### src/rtl/qam_ctrl_pkg.sv
// Shared encodings and widths for the QAM receiver control blocks.
package qam_ctrl_pkg;

  localparam int unsigned PD_W    = 34;
  localparam int unsigned GAIN_W  = 2;
  localparam int unsigned RETRY_W = 8;

  typedef enum logic [1:0] {
    ST_IDLE    = 2'd0,
    ST_ACQ     = 2'd1,
    ST_TRACK   = 2'd2,
    ST_RESTART = 2'd3
  } ctrl_state_e;

  localparam logic [GAIN_W-1:0] GAIN_OFF    = 2'd0;
  localparam logic [GAIN_W-1:0] GAIN_WIDE   = 2'd1;
  localparam logic [GAIN_W-1:0] GAIN_NARROW = 2'd2;

  // Most negative pd and the largest representable magnitude it saturates to.
  localparam logic [PD_W-1:0] PD_MIN     = {1'b1, {(PD_W-1){1'b0}}};
  localparam logic [PD_W-1:0] PD_MAG_MAX = {1'b0, {(PD_W-1){1'b1}}};

endpackage

### src/rtl/pd_mag_cmp.sv
// Saturating |pd| against the lock threshold; good_c is purely combinational.
module pd_mag_cmp
  import qam_ctrl_pkg::*;
(
  input  logic signed [PD_W-1:0] pd,
  input  logic        [PD_W-1:0] thr,
  output logic                   good_c
);

  logic [PD_W-1:0] pd_u;
  logic [PD_W-1:0] mag;

  always_comb begin
    pd_u = pd;
    mag  = pd_u;
    if (pd_u[PD_W-1]) begin
      mag = (pd_u == PD_MIN) ? PD_MAG_MAX : ~pd_u + PD_W'(1);
    end
  end

  assign good_c = (mag < thr);

endmodule

### src/rtl/carrier_loop_ctrl.sv
// Carrier recovery loop supervisor: symbol strobe, acquire/track/restart FSM,
// loop-filter gain selection and lock indication.
module carrier_loop_ctrl
  import qam_ctrl_pkg::*;
#(
  parameter int unsigned     SPS         = 8,
  parameter logic [PD_W-1:0] LOCK_THR    = 34'd4000000,
  parameter int unsigned     LOCK_CNT    = 64,
  parameter int unsigned     UNLOCK_CNT  = 16,
  parameter int unsigned     ACQ_TIMEOUT = 4096
) (
  input  logic                   clk,
  input  logic                   rst,
  input  logic                   enable,
  input  logic signed [PD_W-1:0] pd,
  output logic                   bitsync,
  output logic [GAIN_W-1:0]      gain_sel,
  output logic                   loop_clr,
  output logic                   lock,
  output logic [1:0]             state,
  output logic [RETRY_W-1:0]     retries
);

  localparam int unsigned SYM_W  = $clog2(SPS);
  localparam int unsigned GOOD_W = $clog2(LOCK_CNT + 1);
  localparam int unsigned BAD_W  = $clog2(UNLOCK_CNT + 1);
  localparam int unsigned ACQ_W  = $clog2(ACQ_TIMEOUT + 1);

  ctrl_state_e          state_q, state_d;
  logic [SYM_W-1:0]     sym_cnt_q, sym_cnt_d;
  logic                 bitsync_q, bitsync_d;
  logic [GOOD_W-1:0]    good_cnt_q, good_cnt_d, good_n;
  logic [BAD_W-1:0]     bad_cnt_q, bad_cnt_d, bad_n;
  logic [ACQ_W-1:0]     acq_cnt_q, acq_cnt_d, acq_n;
  logic [SYM_W-1:0]     rst_cnt_q, rst_cnt_d;
  logic [RETRY_W-1:0]   retries_q, retries_d;
  logic [GAIN_W-1:0]    gain_sel_q, gain_sel_d;
  logic                 loop_clr_q, loop_clr_d;
  logic                 lock_q, lock_d;
  logic                 sym_good_c;

  pd_mag_cmp u_pd_mag_cmp (
    .pd     (pd),
    .thr    (LOCK_THR),
    .good_c (sym_good_c)
  );

  always_ff @(posedge clk or posedge rst) begin
    if (rst) begin
      state_q    <= ST_IDLE;
      sym_cnt_q  <= '0;
      bitsync_q  <= 1'b0;
      good_cnt_q <= '0;
      bad_cnt_q  <= '0;
      acq_cnt_q  <= '0;
      rst_cnt_q  <= '0;
      retries_q  <= '0;
      gain_sel_q <= GAIN_OFF;
      loop_clr_q <= 1'b1;
      lock_q     <= 1'b0;
    end else begin
      state_q    <= state_d;
      sym_cnt_q  <= sym_cnt_d;
      bitsync_q  <= bitsync_d;
      good_cnt_q <= good_cnt_d;
      bad_cnt_q  <= bad_cnt_d;
      acq_cnt_q  <= acq_cnt_d;
      rst_cnt_q  <= rst_cnt_d;
      retries_q  <= retries_d;
      gain_sel_q <= gain_sel_d;
      loop_clr_q <= loop_clr_d;
      lock_q     <= lock_d;
    end
  end

  always_comb begin
    state_d    = state_q;
    sym_cnt_d  = sym_cnt_q + SYM_W'(1);
    bitsync_d  = (sym_cnt_q == '0);
    good_cnt_d = good_cnt_q;
    bad_cnt_d  = bad_cnt_q;
    acq_cnt_d  = acq_cnt_q;
    rst_cnt_d  = rst_cnt_q;
    retries_d  = retries_q;
    gain_sel_d = GAIN_OFF;
    loop_clr_d = 1'b1;
    lock_d     = 1'b0;
    good_n     = sym_good_c ? good_cnt_q + GOOD_W'(1) : '0;
    bad_n      = sym_good_c ? '0 : bad_cnt_q + BAD_W'(1);
    acq_n      = acq_cnt_q + ACQ_W'(1);

    case (state_q)
      ST_IDLE: begin
        good_cnt_d = '0;
        bad_cnt_d  = '0;
        acq_cnt_d  = '0;
        rst_cnt_d  = '0;
        retries_d  = '0;
        if (enable) state_d = ST_ACQ;
      end
      ST_ACQ: begin
        // Lock is checked before the timeout so a tie goes to TRACK.
        if (bitsync_q) begin
          good_cnt_d = good_n;
          acq_cnt_d  = acq_n;
          if (good_n == GOOD_W'(LOCK_CNT)) begin
            state_d    = ST_TRACK;
            good_cnt_d = '0;
            acq_cnt_d  = '0;
            bad_cnt_d  = '0;
          end else if (acq_n == ACQ_W'(ACQ_TIMEOUT)) begin
            state_d    = ST_RESTART;
            good_cnt_d = '0;
            acq_cnt_d  = '0;
            bad_cnt_d  = '0;
            rst_cnt_d  = '0;
            if (retries_q != '1) retries_d = retries_q + RETRY_W'(1);
          end
        end
      end
      ST_TRACK: begin
        if (bitsync_q) begin
          bad_cnt_d = bad_n;
          if (bad_n == BAD_W'(UNLOCK_CNT)) begin
            state_d   = ST_RESTART;
            bad_cnt_d = '0;
            rst_cnt_d = '0;
          end
        end
      end
      ST_RESTART: begin
        if (rst_cnt_q == SYM_W'(SPS - 1)) begin
          state_d    = ST_ACQ;
          rst_cnt_d  = '0;
          good_cnt_d = '0;
          bad_cnt_d  = '0;
          acq_cnt_d  = '0;
        end else begin
          rst_cnt_d = rst_cnt_q + SYM_W'(1);
        end
      end
      default: state_d = ST_IDLE;
    endcase

    if (!enable) begin
      state_d    = ST_IDLE;
      good_cnt_d = '0;
      bad_cnt_d  = '0;
      acq_cnt_d  = '0;
      rst_cnt_d  = '0;
      retries_d  = '0;
    end

    // Outputs are registered from the next state so they change with it.
    case (state_d)
      ST_ACQ: begin
        gain_sel_d = GAIN_WIDE;
        loop_clr_d = 1'b0;
      end
      ST_TRACK: begin
        gain_sel_d = GAIN_NARROW;
        loop_clr_d = 1'b0;
        lock_d     = 1'b1;
      end
      default: ;
    endcase
  end

  assign bitsync  = bitsync_q;
  assign gain_sel = gain_sel_q;
  assign loop_clr = loop_clr_q;
  assign lock     = lock_q;
  assign state    = state_q;
  assign retries  = retries_q;

endmodule

### config.mk
export PLATFORM = sky130hd
export DESIGN_NAME = carrier_loop_ctrl
export DESIGN_NICKNAME = d
export VERILOG_FILES = /design/src/rtl/qam_ctrl_pkg.sv /design/src/rtl/pd_mag_cmp.sv /design/src/rtl/carrier_loop_ctrl.sv
export SDC_FILE = /design/constraint.sdc
export NUM_CORES = 1
export LEC_CHECK = 0
export ABC_AREA = 0
export CAP_MARGIN = 25
export CORE_AREA = 2 2 93 95
export DETAILED_ROUTE_END_ITERATION = 7
export DIE_AREA = 0 0 95 97
export SLEW_MARGIN = 10
export SYNTH_ARGS = -nofsm -noshare
export SYNTH_HDL_FRONTEND = slang
export SYNTH_SLANG_ARGS = --single-unit
### constraint.sdc
create_clock -name clk -period 4.3 [get_ports clk]
set_input_delay 1.075 -clock clk [delete_from_list [all_inputs] [get_ports clk]]
set_output_delay 1.075 -clock clk [all_outputs]
set_load 0.05 [all_outputs]
# Word-level counts from Yosys, hierarchy flattened
# Index checks and enable logic that the tools add are counted.
[word_totals]
ff_bits = 46
latchBits = 0
ramBits = 0
mem_bits_ro = 0
in_bits = 37
out_inout_bits = 15
elab_cells = 97
n_memories = 0
[op_classes]
add_sub_neg = 7
mul = 0
n_div = 0
magnitude_cmp = 1
eq_ne = 21
shifts = 0
n_mux = 49
bitwise_logic = 1
n_reduce_logical = 7
[ops]
columns = ["cell", "count"]
rows = [
  ["$mux 34", 2],
  ["$mux 13", 5],
  ["$mux 7", 6],
  ["$mux 5", 8],
  ["$mux 8", 5],
  ["$pmux 13 s3", 1],
  ["$add 34x1->34 const B", 1],
  ["$eq 34x34->1 const B", 1],
  ["$lt 34x22->1 const B", 1],
  ["$not 34->34", 1],
  ["$mux 3", 7],
  ["$ne 3x3->1 const B", 7],
  ["$pmux 7 s3", 1],
  ["$pmux 5 s4", 1],
  ["$pmux 8 s2", 1],
  ["$mux 2", 7],
  ["$add 13x1->13 const B", 1],
  ["$eq 13x13->1 const B", 1],
  ["$pmux 3 s4", 1],
  ["$reduce_and 5->1", 2],
  ["$add 8x1->8 const B", 1],
  ["$ne 8x8->1 const B", 1],
  ["$pmux 2 s4", 1],
  ["$add 7x1->7 const B", 1],
  ["other kinds (17)", 22],
]

# Logic depth before layout (Yosys ltp)
# Gate-level depths: netlist of run 1.
[depth]
depth_word = 14
depth_mapped = 12
mapped_depth_nobuf = 10

# By module
# From an unflattened synthesis of run 1, not the netlist that was laid out.
[unflattened]
hier_cells = 559
area_unflattened_um2 = 4649.5
[modules_own_cells]
columns = ["module", "n_inst", "cells_each", "area_per_inst_um2", "seq_area_each_um2"]
rows = [
  ["carrier_loop_ctrl", 1, 305, 2851.5, 1127.3],
  ["pd_mag_cmp", 1, 254, 1798.0, 0.0],
]

# Least setup slack after synthesis of run 1
# Ideal clock, no wire load.
[synth_path]
kind = "input to register"
start = "input port pd[11]"
end = "register acq_cnt_q[5]"
setup_time_ps = 126
arrival_ps = 4207
required_time_ps = 4174
path_slack_ps = -33
path_stages = 11
n_path_buf = 2
cell_sequence = "or4_4 or4_4 buf_6 or3_1 o311ai_1 o2111ai_1 a2111o_2 and3_1 buf_2 and3_1 a221o_1"
[synth_between]
elab_chain_len = 11
elab_cells_between_ends = 12
cone_classes = "add/sub (1); order compare (1); eq/ne (2); mux (7); bitwise (1)"
[synth_lines]
columns = ["item", "line", "text"]
rows = [
  ["from (decl)", "carrier_loop_ctrl.sv:15", "input logic signed [PD_W-1:0] pd,"],
  ["$not 34->34", "pd_mag_cmp.sv:17", "mag = (pd_u == PD_MIN) ? PD_MAG_MAX : ~pd_u + PD_W'(1);"],
  ["$add 34x1->34", "pd_mag_cmp.sv:17", ""],
  ["$mux 34", "pd_mag_cmp.sv:17", ""],
  ["$mux 34 *", "pd_mag_cmp.sv:16", "if (pd_u[PD_W-1]) begin"],
  ["$lt 34x22->1 *", "pd_mag_cmp.sv:21", "assign good_c = (mag < thr);"],
  ["$mux 7 *", "carrier_loop_ctrl.sv:88", "good_n = sym_good_c ? good_cnt_q + GOOD_W'(1) : '0;"],
  ["$eq 7x7->1 *", "carrier_loop_ctrl.sv:106", "if (good_n == GOOD_W'(LOCK_CNT)) begin"],
  ["$mux 13 *", "carrier_loop_ctrl.sv:106", ""],
  ["$mux 13 *", "carrier_loop_ctrl.sv:103", "if (bitsync_q) begin"],
  ["$pmux 13 s3 *", "carrier_loop_ctrl.sv:92", "case (state_q)"],
  ["$mux 13 *", "carrier_loop_ctrl.sv:145", "if (!enable) begin"],
  ["to (signal assigned)", "carrier_loop_ctrl.sv:67", "acq_cnt_q <= acq_cnt_d;"],
  ["to (decl)", "carrier_loop_ctrl.sv:34", "logic [ACQ_W-1:0] acq_cnt_q, acq_cnt_d, acq_n;"],
]
# Mark *: on every way between the ends. The rest lies on a longest branch, timed or not. The select of a mux whose other input is x is not followed.
# A chain may end at the register's enable or synchronous reset.

# Final worst setup path of run 1
[layout_path]
start = "input port pd[9]"
end = "register acq_cnt_q[11]"
# Same word-level chain as after synthesis.

==> metrics.md, run 1 <==
| Metric | Value |
|---|---|
| Leak | ~2 nW |
| Status | finished clean |
| Initial antenna violation count | 0 |
| Final Instance Area | 0.00454 mm2 |
| Final setup fails | 0 |
| Dpl hpwl | between 6000 and 7000 um |
| CORE AREA | approximately 0.0081 mm2 |
| CTS buffer count | 5 |
| Post-synthesis cell area | approximately 0.0033 mm2 |
| Drt total wl | approximately 8900 um |
| Clk root buf | clkbuf_8 |
| Die Area | 0.00922 mm2 |
| Crit path DAT | approximately 4400 ps |
| Vias in the first global route | ~3200 |
| CTS clock-pin slew for the worst setup and hold paths | 90 ps |
| Top fanout value on the critical path | 7 |
| Top_reg_cell synth | dfrtp_1 |
| Syn Nets | roughly 440 |
| I/O pin count | 52 |
| Hold_buf cts | 0 |
| Worst hold slack | between 400 and 500 ps |
| Die Wd | ~95 um |
| DRT iter0 DRCs | approximately 140 |
| Max-cap check violation count | 0 |
| Remaining antenna violation count | 0 |
| Dpl cell area | ~0.0042 mm2 |
| WL per Instance | between 10 and 15 um |
| Worst reg-to-reg path cell count | 10 |
| Async S/R FF share, synth | 1.00 |
| CTS tree | yes |
| Initial core utilization | 0.410 |
| Startpoint types | input pin |
| Total GRT Usage | 0.195 |
| Via count | approximately 3400 |
| Die height | 97 um |
| Fraction of layout cells with a size suffix above 1 | 0.215 |
| Worst Tran Pin Value | 638 ps |
| Vias per cell | between 5 and 6 |
| Seq. cell area | about 0.0011 mm2 |
| Critical Path RT | 4480 ps |
| Worst Hold Class | reg2reg |
| Layout area overhead | 36.2% |
| Hold depth | 1 |
| Dpl cells | 580 |
| # diodes | 0 |
| Tmin final | 4200 ps |
| H-tree depth | 2 |
| Max Slew Vio Count | 0 |
| Unrepaired setup endpoints after global routing | true |
| Clock Skew | about 11 ps |
| CTS sink cnt | 45 |
| Average size of a mapped cell | 8.44 um2 |
| Rows | 33 |
| Fin cells | roughly 600 |
| First-pass GRT wire length | between 10000 and 15000 um |
| Tot Pwr | approximately 850 uW |
| Nets | between 500 and 600 |
| Clk Latency, worst-skew pair | ~300 ps |
| Register area share after synthesis | 0.338 |
| Fmax achieved | ~0.24 GHz |
| I/O Buffers | 51 |
| Clock Path Buffers | 2 |
| GR Overflow Total | 0 |
| WS Path Type | in2reg |
| FF+latch count, synth | between 40 and 50 |
| Post-route DRC | 0 |
| Fillers | around 750 |
| Multi-input logic area | 0.00220 mm2 |
| DR pass1 iterations | 4 |
| Post-synth EDFFs | 0 |
| Post-Syn Instances | 395 |
| Rel. slew slack | 0.575 |
| RD Place Congestion | between 0.8 and 0.9 |
| Final TNS setup | 0 ps |
| Final Cycle Share | 0.977 |
| Synth warn | 0 |
| Largest net degree at the start of global routing | 46 |
| Crit end category | register |
| Yosys cell types | 61 |
| Final hold vios | 0 |
| Peak VDD IR | roughly 0.12 mV |
| Cell area power density | 188 mW/mm2 |
## routing by layer
metal	vias to the layer above	GRT usage	part of all wire
li1	1689	-	-
met5	-	0	0
met3	7	0.0288	0.059
met4	0	0.0390	0.0096
met2	97	0.316	0.47
met1	1589	0.275	0.47
## synth_stat cells (5+ instances only)
library cell	instances	area [um2]
a22o_1	8	70.1
nand2b_1	16	100
nor3_1	12	60.1
nor2_1	23	86.3
a21oi_1	17	85.1
dfrtp_1	44	1100
or3_1	8	50.1
ha_1	10	125
nand2_1	40	150
a31oi_1	5	31.3
inv_1	14	52.6
nor4_1	7	43.8
nand3_1	22	110
clkbuf_1	13	48.8
a21o_1	13	97.6
o211ai_1	7	52.6
nor2b_1	7	43.8
or4_1	11	82.6
xor2_1	7	61.3
o21ai_0	19	95.1
and3_1	8	50.1
## state kept, by name (all words and copies together) (netlist names)
register and flops:
good_cnt_q 7, state 2, acq_cnt_q 13, sym_cnt_q 3, loop_clr 1, rst_cnt_q 3
bad_cnt_q 5, retries 8, bitsync 1, gain_sel 2
## path summary, 6_finish.rpt
kind | start | to | slack (ps)
hold reg to reg | sym_cnt_q[2] | bitsync | 460
max in group asynchronous | rst | good_cnt_q[0] | 2750
hold / removal | sym_cnt_q[2] | bitsync | 460
min in group asynchronous | rst | gain_sel[0] | 1060
setup reg to reg | good_cnt_q[0] | acq_cnt_q[11] | 940
setup / recovery | pd[9] | acq_cnt_q[11] | 100
## layout make-up
type	count	share of cell area
Sequential cell	45	0.248
Inverter	14	0.0116
Multi-Input combinational cell	318	0.484
Clock buffer	6	0.0182
Tap cell	105	0.0289
Clock inverter	2	0.00303
Timing Repair Buffer	108	0.206
## critical path, cell delays in order
cell	delay, ps
dlygate4sd2_1	240
or3_4	390
or4_4	590
or3_1	440
o311ai_2	250
o2111ai_2	180
a2111o_2	410
buf_4	170
and3_4	200
and3_1	180
a221o_1	250
## timing repair
action | CTS | global route
gates cloned | 1 | 0
gates resized for setup | 43 | 14
endpoints found under the setup margin | 38 | 31
pin swaps | 14 | 8
buffers inserted | 8 | 0
## where the power goes
group | leakage, nW | total [mW] | switching [mW] | internal [mW]
clock | 0.0512 | 0.280 | 0.149 | 0.131
sequential | 0.611 | 0.430 | 0.00357 | 0.427
combinational | 1.31 | 0.145 | 0.0711 | 0.0734
## metrics by stage
step	utilization	setup WS, ps
2_1_floorplan	-	10.5
3_3_place_gp	0.521	-594
5_1_grt	0.558	-23.5
3_5_place_dp	0.521	-656
6_report	0.558	97.3
4_1_cts	0.546	-15.1
## cells by family (layout without fill, tap and decap cells)
| family | Yosys count | in the layout | share of synthesized area |
|---|---|---|---|
| compound gates | 111 | 111 | 0.240 |
| simple gates | 181 | 182 | 0.298 |
| xor+xnor | 11 | 11 | 0.0289 |
| flops | 45 | 45 | 0.338 |
| mux | 4 | 4 | 0.0131 |
| fa+ha+maj | 10 | 10 | 0.0375 |
| buf+inv | 33 | 130 | 0.0447 |
## placed cells by master (no fill, tap or decap), types with 5 or more instances in the layout
master,netlist,layout
a21oi_1,17,16
or3_1,8,7
or4_1,11,8
or4_4,2,5
and3_1,8,7
xor2_1,7,7
o21ai_0,19,17
ha_1,10,10
nor2b_1,7,7
clkdlybuf4s50_1,0,36
nand2b_1,16,16
buf_4,2,54
nand2_1,40,40
nor3_1,12,12
nor4_1,7,7
dlygate4sd2_1,0,8
a31oi_1,5,5
nor2_1,23,23
a21o_1,13,13
o211ai_1,7,7
inv_1,14,13
a22o_1,8,8
nand3_1,22,21
clkbuf_8,0,6
dfrtp_1,44,44
(Power assumes the default switching activity.)
==> run 2, diff against run 1 <==
Settings changed: CTS_CLUSTER_SIZE from default to 12, GPL_TIMING_DRIVEN from default to 0.
==> run 2 against run 1 <==
- flip-flop and latch count unchanged
- setup slack got worse by 24 ps
- sequential power about the same
- wire length decreased by 2.6%
- sequential share of layout area increased by 1.1 points
- cell area decreased by 4.1%
- highest routed layer unchanged
- largest cell class unchanged
- clock power increased by 3%
- non-clock buffer count decreased by 24
- via count decreased by 2.8%
- maximum frequency decreased by 0.58%
- count of clock-buffer cells in the layout increased by 1
- global-route usage decreased by 0.15 points
==> metrics.md, run 2 (synthesis gave the netlist of run 1 again) <==
| Metric | Value |
|---|---|
| Status | finished clean |
| Die height | 97 um (unchanged) |
| Dpl cell area | 0.00399 mm2 (-6.0%) |
| I/O Buffers | 50 (-2.0%) |
| Max FFs per register | 13 (unchanged) |
| Final TNS setup | 0 ps (unchanged) |
| Cell area power density | 195 mW/mm2 (+3.6%) |
| Final Instance Area | 0.00436 mm2 (-4.1%) |
| Final hold vios | 0 (unchanged) |
| CTS sink cnt | 45 (unchanged) |
| Top reg by flops | acq_cnt_q |
| Post-route DRC | 0 (unchanged) |
| Fmax achieved | 0.237 GHz (-0.58%) |
| Final Cycle Share | 0.983 (+0.00566) |
| CTS clock-pin slew for the worst setup and hold paths | 80 ps (about the same) |
| Leak | 1.84 nW (-6.8%) |
| Most common cell after layout, fill and taps aside | dfrtp_1 |
| I/O pin count | 52 (unchanged) |
| Crit-path slowest cell | or4_4 |
| CTS tree | yes |
| Fillers | 768 (+2.7%) |
| WS Path Type | in2reg |
| Startpoint types | input pin |
| Clock Path Buffers | 2 (unchanged) |
| Peak VDD IR | 0.132 mV (+6.2%) |
| DR pass1 iterations | 4 (unchanged) |
| Rel. slew slack | 0.508 (-0.0672) |
| Vias in the first global route | 3149 (-0.35%) |
| Rows | 33 (unchanged) |
| Critical Path RT | 4490 ps (about the same) |
| Total GRT Usage | 0.193 (-0.00149) |
| Layout area overhead | 30.7% |
| CP max stage delay | 570 ps (-20 ps) |
| Remaining antenna violation count | 0 (unchanged) |
| Nets | 514 (-4.6%) |
| H-tree depth | 2 (unchanged) |
| DRT iter0 DRCs | 124 (-14%) |
| Dpl cells | 551 (-5.0%) |
| Drt total wl | 8630 um (-2.6%) |
| Die Area | 0.00922 mm2 (unchanged) |
| Largest net degree at the start of global routing | 29 (-37%) |
| Clk root buf | clkbuf_8 |
| Fraction of layout cells with a size suffix above 1 | 0.179 (-0.0355) |
| Worst Hold Class | reg2reg |
| Die Wd | 95 um (unchanged) |
| First-pass GRT wire length | 14600 um (-1.3%) |
| # diodes | 0 (unchanged) |
| Seq. cell area | 0.00113 mm2 (unchanged) |
| Worst hold slack | 451 ps (-9.08 ps) |
| Clk Latency, worst-skew pair | 300 ps (about the same) |
| Dpl hpwl | 6110 um (-2.5%) |
| Vias per cell | 5.73 (+1.4%) |
| Most frequent cells in the layout | dfrtp_1, nand2_1, clkdlybuf4s50_1, nor2_1, nand3_1 |
| Multi-input logic area | 0.00225 mm2 (+2.1%) |
| Clock Skew | 7.98 ps (-3.50 ps) |
| Post-layout util | 0.536 (-0.0228) |
| GR Overflow Total | 0 (unchanged) |
| RD Place Congestion | 0.856 (-1.3%) |
| CORE AREA | 0.00813 mm2 (unchanged) |
| CTS buffer count | 5 (unchanged) |
| Tot Pwr | 849 uW (-0.65%) |
| Final setup fails | 0 (unchanged) |
| Initial core utilization | 0.410 (unchanged) |
| Crit path DAT | 4410 ps (+30 ps) |
| Final worst slack | 72.9 ps (-24.3 ps) |
| WL per Instance | 15.1 um (+1.7%) |
| Initial antenna violation count | 0 (unchanged) |
| Via count | 3286 (-2.8%) |
| Max Slew Vio Count | 0 (unchanged) |
| Max-cap check violation count | 0 (unchanged) |
| Crit end category | register |
| Tmin final | 4230 ps (+24.3 ps) |
| Dpl ws | -772 ps (-115 ps) |
| Fin cells | 573 (-4.2%) |
| Worst Tran Pin Value | 733 ps (+95.1 ps) |
| Top fanout value on the critical path | 8 (+1) |
| Critical path, cell by cell | clkdlybuf4s50_1 > or4_4 > nor4b_4 > buf_4 > a21oi_1 > a31oi_1 > o2111ai_2 > a2111o_2 > buf_6 > and3_4 > and3_1 > a221o_1 |
==> run 2: changes by cell type in the layout (fill, tap and decap cells not counted), sizes merged <==
cell	change
clkinv	-1
dlymetal6s2s	+3
clkdlybuf4s15	-2
clkbuf	+19
buf	-36
clkdlybuf4s50	-3
dlygate4sd2	-4
and3	-1
==> run 2: path summary, 6_finish.rpt <==
| check | from | to | slack [ps] | depth (start not counted) |
|---|---|---|---|---|
| max | pd[20] | acq_cnt_q[11] | 70 | 12 |
| min | sym_cnt_q[2] | bitsync | 450 | 1 |
| max reg2reg | good_cnt_q[0] | acq_cnt_q[11] | 980 | 10 |
| min reg2reg | sym_cnt_q[2] | bitsync | 450 | 1 |
| max in group asynchronous | rst | good_cnt_q[6] | 2710 | 3 |
| min in group asynchronous | rst | bad_cnt_q[3] | 1090 | 2 |
==> run 2: repair_timing <==
action / in CTS / in global routing
endpoints found under the setup margin: 39 / 34
cloned: 0 / 0
hold buffers: 0 / 0
resized for setup: 43 / 36
setup buffers: 10 / 7
pin swaps: 17 / 20
==> run 2: worst max-delay path: cells and delay by family <==
family | cells | cell delay [ps]
compound gates | 5 | 1240
buf+inv | 3 | 810
simple gates | 4 | 1290
==> run 2: layout make-up <==
type,instances,share of cell area
Sequential cell,45,0.259
Clock inverter,1,0.00115
Clock buffer,7,0.0221
Multi-Input combinational cell,317,0.516
Inverter,14,0.0121
Buffer,16,0.0181
Tap cell,105,0.0302
Timing Repair Buffer,68,0.142
==> run 2: per-layer routing <==
metal	global-route usage	routed length (um)
met5	0	0
met4	0.0513	147
met3	0.0265	314
met2	0.330	4110
met1	0.254	4060
==> run 2: report_power, final <==
part | total, mW | internal [mW] | switching [mW]
combinational | 0.130 | 0.0594 | 0.0710
clock | 0.288 | 0.145 | 0.143
sequential | 0.430 | 0.427 | 0.00349
total | 0.849 | 0.632 | 0.217
==> run 3, diff against run 2 <==
Settings changed: SKIP_CTS_REPAIR_TIMING from default to 1.
==> run 3 against run 2 <==
- largest power group unchanged
- final cell count decreased by 1.4%
- largest cell class unchanged
- via count down 1.5%
- count of clock-buffer cells in the layout stayed put
- critical path type unchanged
==> metrics.md, run 3 (synthesis gave the netlist of run 1 again) <==
| Metric | Value |
|---|---|
| Tot Pwr | 846 uW (-0.39%) |
| Most frequent cells in the layout | dfrtp_1, nand2_1, clkdlybuf4s50_1, nor2_1, nand3_1 |
| Largest net degree at the start of global routing | 29 (unchanged) |
| DRT iter0 DRCs | 137 (+10%) |
| Rel. slew slack | 0.595 (+0.0869) |
| CORE AREA | 0.00813 mm2 (unchanged) |
| Most common cell after layout, fill and taps aside | dfrtp_1 |
| Unrepaired setup endpoints after global routing | true |
| I/O Buffers | 50 (unchanged) |
| CTS sink cnt | 45 (unchanged) |
| CTS tree | yes |
| First-pass GRT wire length | 14000 um (-4.2%) |
| CTS buffer count | 5 (unchanged) |
| GR Overflow Total | 0 (unchanged) |
| Fmax achieved | 0.234 GHz (-1.1%) |
| Startpoint types | input pin |
| Clk Latency, worst-skew pair | 300 ps (about the same) |
| DR pass1 iterations | 4 (unchanged) |
| # diodes | 0 (unchanged) |
| Cell area power density | 197 mW/mm2 (+1.1%) |
| WS Path Type | in2reg |
| Crit path DAT | 4460 ps (+50 ps) |
| Final setup fails | 0 (unchanged) |
| Tmin final | 4270 ps (+47.6 ps) |
| Clk root buf | clkbuf_8 |
| Die Wd | 95 um (unchanged) |
| Nets | 506 (-1.6%) |
| I/O pin count | 52 (unchanged) |
| Max-cap check violation count | 0 (unchanged) |
| Post-route DRC | 0 (unchanged) |
| Drt total wl | 8450 um (-2.1%) |
| Leak | 1.88 nW (+2.0%) |
| Peak VDD IR | 0.132 mV (about the same) |
| Final hold vios | 0 (unchanged) |
| RD Place Congestion | 0.856 (unchanged) |
| Max FFs per register | 13 (unchanged) |
| Clock Path Buffers | 2 (unchanged) |
| WL per Instance | 14.9 um (-0.75%) |
| CTS clock-pin slew for the worst setup and hold paths | 90 ps (about the same) |
| Dpl ws | -772 ps (unchanged) |
| Fillers | 771 (+0.39%) |
| Clock Skew | 8.44 ps (+0.461 ps) |
| CP max stage delay | 640 ps (+70 ps) |
| Fraction of layout cells with a size suffix above 1 | 0.139 (-0.0404) |
| Initial core utilization | 0.410 (unchanged) |
| Final TNS setup | 0 ps (unchanged) |
| Worst Tran Pin Value | 603 ps (-130 ps) |
| Critical Path RT | 4490 ps (about the same) |
| Critical path, cell by cell | buf_6 > or4_4 > or4_4 > or4b_2 > nand4b_1 > a2111oi_4 > a2111o_2 > buf_6 > and3_4 > and3_1 > a221o_1 |
| Vias per cell | 5.73 (about the same) |
| Post-layout util | 0.528 (-0.00800) |
| Vias in the first global route | 3044 (-3.3%) |
| CP delay by family, top | simple AND/OR/NAND/NOR gates |
| Final worst slack | 25.3 ps (-47.6 ps) |
| Worst Hold Class | reg2reg |
| Final Cycle Share | 0.994 (+0.0111) |
| H-tree depth | 2 (unchanged) |
| Dpl hpwl | 6110 um (unchanged) |
| Top fanout value on the critical path | 8 (unchanged) |
| Crit-path slowest cell | or4b_2 |
| Via count | 3237 (-1.5%) |
| CP Buf/Inv Count | 2 (-1) |
| Initial antenna violation count | 0 (unchanged) |
| Top reg by flops | acq_cnt_q |
| Die height | 97 um (unchanged) |
| Die Area | 0.00922 mm2 (unchanged) |
| Crit end category | register |
| Status | finished clean |
| Total GRT Usage | 0.185 (-0.00822) |
| Rows | 33 (unchanged) |
| Remaining antenna violation count | 0 (unchanged) |
| Max Slew Vio Count | 0 (unchanged) |
| Layout area overhead | 28.7% |
-- run 3: worst reg2reg max path: cells and delay by family, from the launching register on --
| family | cells | cell delay [ps] |
|---|---|---|
| AOI/OAI and AO/OA | 3 | 900 |
| and+or+nand+nor | 5 | 1630 |
| adders and majority gates | 1 | 210 |
| buffers and inverters | 1 | 140 |
| DFF | 1 | 400 |
-- run 3: metrics by stage --
step           hold WS [ps]  instance area (um2)  std cells
2_1_floorplan           418                 3330        395
3_5_place_dp            439                 3990        551
6_report                449                 4290        565
3_3_place_gp            440                 3970        550
4_1_cts                 453                 4090        559
5_1_grt                 472                 4290        565
-- run 3: per-layer routing --
metal	routed length, um	global-route usage	up-vias
li1	-	-	1619
met1	4010	0.243	1545
met2	3990	0.315	64
met3	342	0.0273	9
met4	108	0.0491	0
met5	0	0	-
-- run 3: final cells by class --
cell class              instances  area, um2  area share
repair buffers                 59        608       0.142
clock buffers                   7       96.3      0.0224
clock inverters                 1       5.00     0.00117
inverters                      14       52.6      0.0122
flip-flops and latches         45       1130       0.263
plain buffers                  17       87.6      0.0204
multi-input cells             317       2180       0.509
well taps                     105        131      0.0306
-- run 3: power breakdown --
group	switching [mW]	internal [mW]
sequential	0.00353	0.427
combinational	0.0679	0.0587
clock	0.143	0.145
-- run 3: path summary, 6_finish.rpt --
check / start / end / slack [ps] / cells after the start
worst max register to register: good_cnt_q[0] / acq_cnt_q[11] / 910 / 10
min in group asynchronous: rst / gain_sel[0] / 1090 / 2
max in group asynchronous: rst / retries[5] / 2710 / 3
worst min register to register: sym_cnt_q[0] / sym_cnt_q[0] / 450 / 1
worst max-delay path: pd[3] / acq_cnt_q[11] / 30 / 11
worst min-delay path: sym_cnt_q[0] / sym_cnt_q[0] / 450 / 1
